===== src/rtl/sm3_expnd_core.sv =====
// Purpose: SM3 message expansion; loads a 512-bit block as beats, emits (Wj, W'j) for j=0..63.
// Latency: first round is presented the cycle after the last beat is accepted; 64 contiguous rounds.
// Backpressure: ready only while loading; output side has no backpressure.
//
// Ports:
//   clk, rst            - clock, synchronous active-high reset
//   pad_otpt_dt_i       - padded message beat (INPT_DW bits, upper word is the earlier word)
//   pad_otpt_vld_i      - beat valid
//   pad_otpt_lst_i      - beat belongs to the final block of the message
//   expnd_inpt_rdy_o    - stage accepts a beat (LOAD state)
//   expnd_otpt_wj_o     - Wj
//   expnd_otpt_wjj_o    - W'j = Wj ^ Wj+4
//   expnd_otpt_lst_o    - round 63 of the final block
//   expnd_otpt_vld_o    - wj/wjj valid
module sm3_expnd_core #(
    parameter int INPT_DW = 32
) (
    input  logic               clk,
    input  logic               rst,
    input  logic [INPT_DW-1:0] pad_otpt_dt_i,
    input  logic               pad_otpt_vld_i,
    input  logic               pad_otpt_lst_i,
    output logic               expnd_inpt_rdy_o,
    output logic [31:0]        expnd_otpt_wj_o,
    output logic [31:0]        expnd_otpt_wjj_o,
    output logic               expnd_otpt_lst_o,
    output logic               expnd_otpt_vld_o
);

    localparam int BPB = 512 / INPT_DW;
    localparam int WPB = INPT_DW / 32;
    localparam int BCW = $clog2(BPB);

    typedef enum logic {
        LOAD  = 1'b0,
        EXPND = 1'b1
    } state_t;

    state_t          r_state;
    state_t          w_state_nxt;
    logic [BCW-1:0]  r_bcnt;
    logic [5:0]      r_rcnt;
    logic [31:0]     r_win [0:15];
    logic            r_lst_flag;

    logic            w_xfer;
    logic            w_bcnt_last;
    logic            w_rcnt_last;
    logic [31:0]     w_wn;

    function automatic logic [31:0] rotl7(input logic [31:0] x);
        return {x[24:0], x[31:25]};
    endfunction

    function automatic logic [31:0] rotl15(input logic [31:0] x);
        return {x[16:0], x[31:17]};
    endfunction

    function automatic logic [31:0] rotl23(input logic [31:0] x);
        return {x[8:0], x[31:9]};
    endfunction

    function automatic logic [31:0] p1(input logic [31:0] x);
        return x ^ rotl15(x) ^ rotl23(x);
    endfunction

    assign expnd_inpt_rdy_o = (r_state == LOAD);
    assign w_xfer           = pad_otpt_vld_i && expnd_inpt_rdy_o;
    assign w_bcnt_last      = (r_bcnt == BCW'(BPB - 1));
    assign w_rcnt_last      = (r_rcnt == 6'd63);

    // Next word of the expansion, taken from the current 16-word window:
    // W[0]=Wj-16, W[3]=Wj-13, W[7]=Wj-9, W[10]=Wj-6, W[13]=Wj-3.
    assign w_wn = p1(r_win[0] ^ r_win[7] ^ rotl15(r_win[13])) ^ rotl7(r_win[3]) ^ r_win[10];

    always_ff @(posedge clk) begin
        if (rst) begin
            r_state <= LOAD;
        end else begin
            r_state <= w_state_nxt;
        end
    end

    // Next state plus output decode. Outputs depend only on registered
    // state, so there is no combinational path from the input beat.
    always_comb begin
        w_state_nxt      = r_state;
        expnd_otpt_vld_o = 1'b0;
        expnd_otpt_wj_o  = 32'd0;
        expnd_otpt_wjj_o = 32'd0;
        expnd_otpt_lst_o = 1'b0;
        case (r_state)
            LOAD: begin
                if (w_xfer && w_bcnt_last) begin
                    w_state_nxt = EXPND;
                end
            end
            EXPND: begin
                expnd_otpt_vld_o = 1'b1;
                expnd_otpt_wj_o  = r_win[0];
                expnd_otpt_wjj_o = r_win[0] ^ r_win[4];
                expnd_otpt_lst_o = r_lst_flag && w_rcnt_last;
                if (w_rcnt_last) begin
                    w_state_nxt = LOAD;
                end
            end
            default: w_state_nxt = LOAD;
        endcase
    end

    always_ff @(posedge clk) begin
        if (rst) begin
            r_bcnt     <= '0;
            r_rcnt     <= '0;
            r_lst_flag <= 1'b0;
            for (int i = 0; i < 16; i++) begin
                r_win[i] <= 32'd0;
            end
        end else if (r_state == LOAD) begin
            if (w_xfer) begin
                // Shift WPB words into the tail; after BPB beats word 0 sits in W[0].
                for (int i = 0; i < 16 - WPB; i++) begin
                    r_win[i] <= r_win[i + WPB];
                end
                for (int k = 0; k < WPB; k++) begin
                    r_win[16 - WPB + k] <= pad_otpt_dt_i[INPT_DW - 1 - 32 * k -: 32];
                end
                r_lst_flag <= r_lst_flag | pad_otpt_lst_i;
                if (w_bcnt_last) begin
                    r_bcnt <= '0;
                    r_rcnt <= 6'd0;
                end else begin
                    r_bcnt <= r_bcnt + BCW'(1);
                end
            end
        end else begin
            for (int i = 0; i < 15; i++) begin
                r_win[i] <= r_win[i + 1];
            end
            r_win[15] <= w_wn;
            r_rcnt    <= r_rcnt + 6'd1;
            // Clearing here keeps a final-block mark from leaking into the next block.
            if (w_rcnt_last) begin
                r_lst_flag <= 1'b0;
            end
        end
    end

endmodule


===== config.mk =====
export PLATFORM = sky130hd
export DESIGN_NAME = sm3_expnd_core
export DESIGN_NICKNAME = d
export VERILOG_FILES = /design/src/rtl/sm3_expnd_core.sv
export SDC_FILE = /design/constraint.sdc
export NUM_CORES = 1
export LEC_CHECK = 0
export ABC_AREA = 1
export ABC_CLOCK_PERIOD_IN_PS = 6400
export BUFFER_PORTS_ARGS = -buffer_cell sky130_fd_sc_hd__buf_2
export CAP_MARGIN = 20
export CORE_MARGIN = 1.5
export CORE_UTILIZATION = 56
export DETAILED_ROUTE_END_ITERATION = 16
export PLACE_DENSITY = 0.76
export SYNTH_ARGS = -nofsm -noshare
export SYNTH_HDL_FRONTEND = slang
export SYNTH_SLANG_ARGS = --single-unit
export TNS_END_PERCENT = 10

===== constraint.sdc =====
create_clock -name clk -period 6.4 [get_ports clk]
set_clock_uncertainty 0.05 [all_clocks]
set_input_delay 0.32 -clock clk [delete_from_list [all_inputs] [get_ports clk]]
set_output_delay 0.32 -clock clk [all_outputs]
set_load 0.1 [all_outputs]

* Word level (Yosys, flattened, before mapping)
Memories as Yosys holds them, arrays and structs flattened. Cells that the tools add are included.
Storage, ports and cells: register bits 12, memory bits (writable) 512, input bits 36, output and inout port bits 67, memories 1
Operators by class: add/subtract/negate cells 2, eq/ne operators 3, multiplexer cells 54, bitwise gates (word level) 41, reduce and logical (&&, ||, !) cells 8
Memory list:
- r_win | depth 16, bits a word 32, rd ports 16, clocked after memory_dff 0, wr ports 16, line 43 | logic [31:0] r_win [0:15];
Operator list (number):
- $mux W32 | 34
- $xor A32 B32 Y32 | 7
- $or A1 B1 Y1 | 33
- $mux W6 | 3
- $mux W1 | 15
- $add A6 B1 Y6 const B | 1
- $eq A6 B6 Y1 const B | 1
- $reduce_and A2 Y1 | 3
- $add A4 B1 Y4 const B | 1
- $eq A4 B4 Y1 const B | 1
- $mux W4 | 1
- $reduce_bool A2 Y1 | 2
- $logic_and A1 B1 Y1 | 3
- $ne A2 B1 Y1 const B | 1
- $pmux W1 S2 | 1
- $not A1 Y1 | 1

* Longest topological paths before layout
word-level depth 8, depth in mapped cells 11, depth with buffers taken out 11

* Least setup slack after synthesis
No wires, ideal clock.
path kind reg-to-reg, start point reg r_state, end point mem r_win[3][4] (netlist: r_win[0][100]), enable pin, data arrival time 6.286 ns, data required time 5.756 ns, setup slack -0.530 ns, cell stages (with the launch flop) 5, path buffers 2, clock period less this slack 6.930 ns, cells stage by stage dfxtp_1 -> buf_4 -> nor2_2 -> buf_2 -> nand2_1
RTL lines:
- from (decl) | line 39 | state_t r_state;
- from (signal assigned) | line 80 | r_state <= w_state_nxt;
- to (decl) | line 43

* Worst setup path after layout
start point reg r_state, end point out expnd_otpt_lst_o
Between the ends: cells in the longest elaborated chain, start to end 1
Ends and longest elaborated chain:
- $mux W1 | line 92 | case (r_state)
- to (decl) | line 26 | output logic expnd_otpt_lst_o,
Every way passes these cells.

==> results.md <==
* Met2 GRT Util at a little over two fifths
* Vias in the first global route at 16,400
* Seq/Total Area, Yosys at 65.1%
* Remaining DRCs at 0
* Period minus WS final at 3350 ps
* Hold WC Path Type: in -> reg
* CTS Root Buffer Type: clkbuf_16
* Met3 Use GR at about 4.4%
* Fmax at 299 MHz
* Power density over cell area at roughly 300 nW/um^2
* WP data required at roughly 6000 ps
* Period utilisation layout at 52.3%
* Leakage at 12.3 nW
* Antenna violations before repair at 1
* Critical path class: reg -> out
* TritonCTS clock tree: done
* Reg clk slew, reported paths at 60 ps
* Post-Synthesis Cells at 2,567
* Post-synth EDFFs at 512
* Syn avg cell area at 9.35 um^2
* Final setup viols at 0
* Fillers at 3,317
* Via density at 5.24
* Layout overhead on the synthesized area at 12.4%
* I/O Pins at 103
* Max-slew headroom at 22.8%
* Largest net degree at the start of global routing at 114
* Post-DP HPWL at 40,800 um
* CP Launch Type: flip-flop
* Die Span Y at 210 um
* Nets@finish at 2,735
* VDD IR max at 0.203 mV
* Final WL at 58,600 um
* Final core occ at 64.0%
* Slew Viols, Final at 0
* Worst-case clock buffer depth at 3
* Row cnt at 75
* Post-route antenna net violation count at 0
* Die area at 44,100 um^2
* CP max FO at 72
* R2r setup slk at 3480 ps
* Hold WS at 10.4 ps
* Status: complete, no violations
* RePlAce Congestion at 0.890
* Largest cells by area after synthesis: edfxtp_1, inv_1, nand2_1
* Storage element area at 15,600 um^2
* First-pass GRT wire length at about 89,000 um
* Crit path DAT at 2980 ps
* RSZ-0062 raised after global routing: false
* Most frequent cells in the layout: inv_1, nand2_1, edfxtp_1, nor2_1, nand3_1
* Port Buffer Count at just over 100
* Busiest layer in global routing: met2
* Final Hold Fails at 0
* Syn Nets at 2,605
* Initial DRC Count at 2,113
* Crit end category: primary output
* Die X at 210 um
* Final setup TNS at 0 ps
* Synthesis Warnings at 0
* Ys flop type: edfxtp_1
* Largest area contributor in the netlist: edfxtp_1
* Starting Density at between 50% and 60%
* Yosys reg bits at 524
* Reported max-cap violation count at 0
* Gr ovfl total at 0
* N_diodes at 0
* H-tree depth at 2
* Multi-input gate area at 5780 um^2
* Core area at approximately 42,000 um^2
* Clock sinks at 524
* Share of cells above drive strength 1 at 8.68%
* Top cell type's share of synthesized area at approximately 64%
* Met1 Track Usage GR at between 30% and 40%
* Most common cell after layout, fill and taps aside: inv_1
* Netlist cell types at 25
* DR WL/cell at 17.8 um
* Vias at 17,200
* Clk_lat worst skew at 610 ps
* Post-Synthesis Cell Area at 24,000 um^2
* TritonRoute pass-1 iters at 5
* Gr usage total at 26.9%
* Post-synth ARST share at 0%
* CTS Buf Count at 54
* Worst Max-Slew Pin Slew at 1160 ps
[power breakdown]
group          switching [mW]  leakage, nW  total (mW)  internal [mW]
logic                   0.585         5.66       0.804          0.219
clock network            1.33        0.844        3.08           1.75
registers               0.117         5.75        4.14           4.03
total                    2.03         12.3        8.03           5.99
[Yosys cell counts, types with 2 or more instances]
master / n
inv_1: 591
nand2_1: 521
edfxtp_1: 512
nor2_1: 486
nand3_1: 253
buf_2: 41
a21oi_1: 39
o21ai_0: 36
buf_4: 21
nand2_2: 17
dfxtp_1: 12
inv_2: 10
nand3_2: 8
a211oi_1: 4
clkbuf_1: 3
buf_1: 2
ha_1: 2
nor2_4: 2
[metal layers]
metal | part of all wire (%) | vias up | wire length, um
li1 | - | 8265 | -
met5 | 0 | - | 0
met3 | 8.7 | 117 | 5100
met2 | 46 | 725 | 27000
met4 | 3.5 | 0 | 2060
met1 | 42 | 8104 | 24500
[layout make-up]
type	count	area share, %
flip-flops and latches	524	57.9
multi-input cells	1374	21.4
inverters	601	8.36
clock buffers	66	5.29
repair buffers	142	3.43
well taps	539	2.50
clock inverters	36	1.09
[logic make-up (layout without fill, tap and decap cells)]
family	Yosys count	count (layout)	synth area share [%]
flip-flops	524	524	65.1
buffers and inverters	669	845	11.0
adder cells (fa/ha/maj)	2	2	0.104
AO/OA/AOI/OAI	82	82	1.80
AND/OR/NAND/NOR	1290	1290	22.0
[through the flow]
| stage | cells | power [mW] | setup slack [ps] | instance area (um^2) |
|---|---|---|---|---|
| floorplan | 2567 | 4.73 | 188 | 24000 |
| global placement | 3151 | 4.94 | 2970 | 24900 |
| detailed placement | 3152 | 4.98 | 3160 | 25000 |
| CTS | 3280 | 8.04 | 3020 | 26900 |
| global route | 3282 | 8.30 | 2860 | 27000 |
| finish | 3282 | 8.03 | 3050 | 27000 |
[final timing paths]
check | start | cells past startpoint | end
hold / removal | pad_otpt_dt_i[12] | 3 | r_win[3][108]$_DFFE_PP_
setup reg to reg | r_state$_SDFF_PP0_ | 3 | r_win[0][73]$_SDFFCE_PN0P_
setup / recovery | r_state$_SDFF_PP0_ | 6 | expnd_otpt_lst_o
hold reg to reg | r_lst_flag$_SDFFE_PP0P_ | 2 | r_lst_flag$_SDFFE_PP0P_
[sequential cells by signal (all words and copies together), names as in the netlist]
signal	flops
r_win	512
r_lst_flag	1
r_bcnt	4
r_rcnt	6
r_state	1
[critical path, cell delays in order, from the launching register on]
cell and delay [ps]:
dfxtp_2 350, buf_4 720, inv_1 330, nor3_2 310
nand3_1 130, nor2_1 110, buf_2 430
[timing repair]
action | CTS | global route
endpoints found under the hold margin | 26 | 1
hold buffers | 26 | 1
resized for setup | 0 | 0
setup endpoints to repair | 0 | 0
buffers inserted | 0 | 0
Note: power is estimated with default switching activity, not from simulation.
